`src/rtl/fetch_pkg.sv`:
```
// ---------------------------------------------------------------------------
// fetch_pkg
// Shared definitions for the instruction fetch unit: default widths, the
// default reset PC and the {pc, inst} entry type carried from fetch to decode.
// ---------------------------------------------------------------------------
package fetch_pkg;

    localparam int          ADDR_W_DEF   = 32;
    localparam int          INST_W_DEF   = 32;
    localparam logic [31:0] RESET_PC_DEF = 32'h0000_0000;

    // One fetched instruction together with the PC it was fetched from.
    typedef struct packed {
        logic [ADDR_W_DEF-1:0] pc;
        logic [INST_W_DEF-1:0] inst;
    } fetch_entry_t;

endpackage

```
`src/rtl/fetch_buffer.sv`:
```
// ---------------------------------------------------------------------------
// fetch_buffer
// Two-entry ordered FIFO of {pc, inst} between the instruction memory and
// decode. Entry 0 is always the head, so the head is read straight from a
// register with no pointer mux.
//
// Ports:
//   clk, rst            clock, synchronous active-high reset
//   flush               drop every entry this cycle (push is ignored)
//   push, push_pc/inst  append an entry at the tail
//   pop                 remove the head entry
//   count               number of entries held, 0..2
//   head_valid          count != 0
//   head_pc, head_inst  contents of the head entry
// ---------------------------------------------------------------------------
module fetch_buffer
    import fetch_pkg::*;
#(
    parameter int ADDR_W = ADDR_W_DEF,
    parameter int INST_W = INST_W_DEF
) (
    input  logic              clk,
    input  logic              rst,
    input  logic              flush,
    input  logic              push,
    input  logic [ADDR_W-1:0] push_pc,
    input  logic [INST_W-1:0] push_inst,
    input  logic              pop,
    output logic [1:0]        count,
    output logic              head_valid,
    output logic [ADDR_W-1:0] head_pc,
    output logic [INST_W-1:0] head_inst
);

    typedef struct packed {
        logic [ADDR_W-1:0] pc;
        logic [INST_W-1:0] inst;
    } entry_t;

    entry_t     ent_q [2];
    entry_t     ent_d [2];
    entry_t     wr_ent;
    logic [1:0] count_q, count_d;
    logic [1:0] wr_slot;
    logic       pop_ok, push_ok;

    assign wr_ent  = '{pc: push_pc, inst: push_inst};
    // Guards keep the FIFO consistent even if a caller misbehaves.
    assign pop_ok  = pop && (count_q != 2'd0);
    assign push_ok = push && ((count_q != 2'd2) || pop_ok);
    // Tail slot after any pop in the same cycle has shifted entry 1 down.
    assign wr_slot = count_q - {1'b0, pop_ok};

    always_comb begin
        ent_d   = ent_q;
        count_d = count_q;
        if (flush) begin
            count_d = 2'd0;
        end else begin
            if (pop_ok) begin
                ent_d[0] = ent_q[1];
            end
            if (push_ok) begin
                ent_d[wr_slot[0]] = wr_ent;
            end
            count_d = count_q + {1'b0, push_ok} - {1'b0, pop_ok};
        end
    end

    always_ff @(posedge clk) begin
        if (rst) begin
            count_q <= 2'd0;
            for (int i = 0; i < 2; i++) begin
                ent_q[i] <= '0;
            end
        end else begin
            count_q <= count_d;
            for (int i = 0; i < 2; i++) begin
                ent_q[i] <= ent_d[i];
            end
        end
    end

    assign count      = count_q;
    assign head_valid = (count_q != 2'd0);
    assign head_pc    = ent_q[0].pc;
    assign head_inst  = ent_q[0].inst;

endmodule

```
`src/rtl/fetch_unit.sv`:
```
// ---------------------------------------------------------------------------
// fetch_unit
// Sequential instruction fetch with redirect. The PC is issued to a memory
// with one cycle of read latency; returning words are parked in a 2-entry
// buffer whose head drives decode, so no output depends on imem_rdata.
// Issue is throttled so buffered + in-flight words never exceed two,
// which lets a stall of any length complete without losing a fetch.
//
// Ports:
//   clk, rst                     clock, synchronous active-high reset
//   redirect_valid, redirect_pc  replace the fetch PC (flushes everything)
//   imem_en, imem_addr           fetch request (word address)
//   imem_rdata                   instruction, one cycle after imem_en
//   out_valid, out_ready         handshake towards decode
//   out_pc, out_pc4, out_inst    delivered instruction and its PC / PC+4
// ---------------------------------------------------------------------------
module fetch_unit
    import fetch_pkg::*;
#(
    parameter int                ADDR_W   = ADDR_W_DEF,
    parameter int                INST_W   = INST_W_DEF,
    parameter int                IMEM_AW  = 10,
    parameter logic [ADDR_W-1:0] RESET_PC = ADDR_W'(RESET_PC_DEF)
) (
    input  logic               clk,
    input  logic               rst,
    input  logic               redirect_valid,
    input  logic [ADDR_W-1:0]  redirect_pc,
    output logic               imem_en,
    output logic [IMEM_AW-1:0] imem_addr,
    input  logic [INST_W-1:0]  imem_rdata,
    output logic               out_valid,
    input  logic               out_ready,
    output logic [ADDR_W-1:0]  out_pc,
    output logic [ADDR_W-1:0]  out_pc4,
    output logic [INST_W-1:0]  out_inst
);

    logic [ADDR_W-1:0] pc_q, pc_d;
    logic [ADDR_W-1:0] infl_pc_q, infl_pc_d;
    logic              infl_q, infl_d;

    logic [1:0]        count;
    logic              head_valid;
    logic [ADDR_W-1:0] head_pc;
    logic [INST_W-1:0] head_inst;
    logic              pop, push, issue;
    logic [2:0]        occ;
    logic              unused_bits;

    // Redirect targets are word aligned; the low bits are dropped.
    assign unused_bits = &{1'b0, redirect_pc[1:0]};

    assign pop = head_valid & out_ready;
    // Slots that will be occupied after this edge if nothing new is issued.
    // pop implies count >= 1, so this never underflows.
    assign occ   = {1'b0, count} + {2'b00, infl_q} - {2'b00, pop};
    assign issue = !rst && !redirect_valid && (occ < 3'd2);

    assign imem_en   = issue;
    assign imem_addr = pc_q[IMEM_AW+1:2];
    // A word returning for a redirected-away PC is simply not pushed.
    assign push      = infl_q && !redirect_valid;

    always_comb begin
        pc_d      = pc_q;
        infl_d    = 1'b0;
        infl_pc_d = infl_pc_q;
        if (redirect_valid) begin
            pc_d = {redirect_pc[ADDR_W-1:2], 2'b00};
        end else if (issue) begin
            pc_d      = pc_q + ADDR_W'(4);
            infl_d    = 1'b1;
            infl_pc_d = pc_q;
        end
    end

    always_ff @(posedge clk) begin
        if (rst) begin
            pc_q      <= RESET_PC;
            infl_q    <= 1'b0;
            infl_pc_q <= '0;
        end else begin
            pc_q      <= pc_d;
            infl_q    <= infl_d;
            infl_pc_q <= infl_pc_d;
        end
    end

    fetch_buffer #(
        .ADDR_W (ADDR_W),
        .INST_W (INST_W)
    ) u_buf (
        .clk        (clk),
        .rst        (rst),
        .flush      (redirect_valid),
        .push       (push),
        .push_pc    (infl_pc_q),
        .push_inst  (imem_rdata),
        .pop        (pop),
        .count      (count),
        .head_valid (head_valid),
        .head_pc    (head_pc),
        .head_inst  (head_inst)
    );

    // Payload is forced to zero whenever nothing is offered, so decode never
    // sees leftovers from a flushed entry.
    assign out_valid = head_valid;
    assign out_pc    = head_valid ? head_pc : '0;
    assign out_pc4   = head_valid ? head_pc + ADDR_W'(4) : '0;
    assign out_inst  = head_valid ? head_inst : '0;

endmodule

```
`config.mk`:
```
export PLATFORM = sky130hd
export DESIGN_NAME = fetch_unit
export DESIGN_NICKNAME = d
export VERILOG_FILES = /design/src/rtl/fetch_pkg.sv /design/src/rtl/fetch_buffer.sv /design/src/rtl/fetch_unit.sv
export SDC_FILE = /design/constraint.sdc
export NUM_CORES = 1
export LEC_CHECK = 0
export ABC_AREA = 1
export CAP_MARGIN = 20
export CORE_UTILIZATION = 52
export CTS_CLUSTER_SIZE = 40
export DETAILED_ROUTE_END_ITERATION = 8
export GPL_TIMING_DRIVEN = 0
export PLACE_DENSITY = 0.79
export SLEW_MARGIN = 15
export SYNTH_ARGS = -nofsm -noshare
export SYNTH_HDL_FRONTEND = slang
export SYNTH_SLANG_ARGS = --single-unit
```
`constraint.sdc`:
```
create_clock -name clk -period 12.25 [get_ports clk]
set_input_delay 3.675 -clock clk [delete_from_list [all_inputs] [get_ports clk]]
set_output_delay 3.675 -clock clk [all_outputs]
set_load 0.05 [all_outputs]
```
==> reports/results.ini <==
[logic_synthesis]
synthArstFlopShare = 0
yosysUniqueCellTypes = 38
syn_nets = 1625
synth_top_cells_by_count = nand2_1, dfxtp_1, inv_1, nor2_1, nand3_1
ys_seq_area_frac = 0.381
synth_cells = 1551
ys_warn_count = 0
ys.flop_type = dfxtp_1
synth.avg_cell_area_um2 = 6.47
synth_edf_count = 0
synth_top_area_frac = 0.381
synth_most_common_cell = nand2_1
synth_top_area_cell = dfxtp_1
syn_area_um2 = 10000
ys_ff_latch = 191
synth_area_leaders = dfxtp_1, nand2_1, nand3_1

[setup_path]
worstPathRequired_ns = 8.57
crit_fanout = 10
critPathBufInv = 6
crit_chain = clkdlybuf4s50_1 -> inv_1 -> nor2_1 -> ha_1 -> or2_2 -> fa_1 -> inv_1 -> nor2_1 -> nand2_2 -> inv_2 -> buf_2 -> clkdlybuf4s50_1
cp-start-kind = input port
crit_slowest_cell = clkdlybuf4s50_1
criticalPathCategory = in2out
arrival_ns = 6.93
max_stage_delay_ns = 0.85
end_kind = output port
cp_top_family = buffers and inverters

[floorplanning]
boundaryPins = 176
core_um2 = 18800
num_rows = 50
fp.dieH_um = 141
initial_core_util = 0.533
dieArea_um2 = 19900
fp.dieW_um = 141

[clock_network]
path_clk_slew_ns = 0.08
h-tree-depth = 4
numCtsBuffers = 17
cts_num_sinks = 191
cts_resized = 0
post_cts.repair.setup_buffers = 0
insertion_delay_ns = 0.45
cts_buffer_depth = 2
cts_tree = built
clockRootBuffer = clkbuf_16
cts_hold_buf = 0

[pwr]
switching_share = 0.300
p_clk_frac = 0.391
pwr-share-seq = 0.469
power_leakage_nw = 4.54
power_frac_comb = 0.140
intPower_mw = 0.999
powerDensity_nw_per_um2 = 112
ir_drop_uv = 106
power_switching_mw = 0.428

[worst_hold_path]
min_path_type = reg2reg

[cells_and_area]
final_nets = 1816
syn_to_final_growth_pct = 26.4
nFillCells = 1752
num_antenna_cells = 0
seqCellArea_um2 = 3820
multiInputGateArea_um2 = 5050
post_route_cells_drive_above_1_share = 0.0541

[place]
gp_congestion = 0.915
dp_hpwl_um = 23900
port_buffers = 172

[sta]
tightest_slew_ns = 0.927
fmax_mhz = 94.3
layout_min_cycle_time_ns = 10.60
finalCritPeriodShare = 0.866
fin_tns_setup_ns = 0
whs_ns = 0.458
finalMaxSlewViolations = 0
slew_headroom = 0.382
hold_viol = 0
rsz0062_at_grt = no
skew_ns = 0.0133
setup_viol = 0

[global_route]
antenna_found_initial = 0
grt_pass1_wl_um = 49900
grt.total_usage = 0.317
grt_max_degree = 21
overflow = 0
first_global_vias = 9806

[route]
viasPerCell = 5.41
num_vias = 10892
wire_per_inst_um = 15.5
ant_nets = 0
drc = 0
first_pass_iters = 6
drt_wl_total_um = 31300
drtIter0Drc = 970

[outcome]
status = complete, no violations

[job]
cap_viol_max_count = 0

## metal layers
metal	vias to the layer above	wire (um)	global-route usage
li1	5453	-	-
met1	4945	14100	0.430
met2	434	14200	0.511
met3	60	2230	0.0516
met4	0	699	0.108
met5	-	0	0
## per-stage QoR
stage	setup slack, ns	util	instance area, um^2	std cells	power [mW]
floorplan	3.04	-	10000	1551	0.801
global placement	1.70	0.642	12100	1983	0.875
detailed placement	1.69	0.642	12100	1983	0.879
CTS	1.67	0.674	12700	2015	1.43
global route	1.53	0.674	12700	2015	1.48
finish	1.65	0.674	12700	2015	1.43
## cell families after synthesis
group	Yosys count	share of synthesized area
and+or+nand+nor	717	0.300
AOI/OAI and AO/OA	337	0.181
buffers and inverters	284	0.116
DFF	191	0.381
xor gates and xnor gates	16	0.0140
adders and majority gates	6	0.00822
## path summary, 6_finish.rpt
path                             startpoint  cells past startpoint                   end  slack (ns)
setup reg to reg  u_buf.count[1]$_SDFF_PP0_                     15  pc_q[7]$_SDFFE_PP0P_        8.20
hold reg to reg                        flop                      2                  flop        0.46
setup / recovery                  out_ready                     12               imem_en        1.65
hold / removal                         flop                      2                  flop        0.46
## worst min-delay path: stages, from the launching register on
cell	delay [ns]
dfxtp_1	0.30
inv_1	0.06
a21oi_1	0.06
## final cells by class
| type | instances | area share |
|---|---|---|
| tap | 260 | 0.0256 |
| sequential | 191 | 0.301 |
| clock inverter | 14 | 0.0126 |
| timing repair buffer | 172 | 0.136 |
| inverter | 177 | 0.0524 |
| multi-input combinational | 1076 | 0.398 |
| buffer | 107 | 0.0396 |
| clock buffer | 18 | 0.0346 |
## power groups by stage
| stage | combinational [mW] | clock, mW | sequential [mW] |
|---|---|---|---|
| 2_1_floorplan | 0.126 | 0 | 0.675 |
| 3_3_place_gp | 0.192 | 0 | 0.682 |
| 3_5_place_dp | 0.196 | 0 | 0.683 |
| 4_1_cts | 0.197 | 0.561 | 0.669 |
| 5_1_grt | 0.218 | 0.585 | 0.673 |
| 6_report | 0.200 | 0.558 | 0.670 |
## layout by cell type, fill, tap and decap left out, drive strengths merged, types with 3 or more instances in the layout
cell and n:
clkbuf 80, nor2 165, xor2 14, nand2 357
o21ai 137, a31oi 4, o211ai 5, clkinv 3
a211oi 7, nand3 157, clkdlybuf4s50 172, a21oi 117
ha 5, nand4 7, buf 45, nor3 22
dfxtp 191, inv 188, a22oi 3, o22ai 61
No activity file was read; power rests on OpenSTA's default activity.
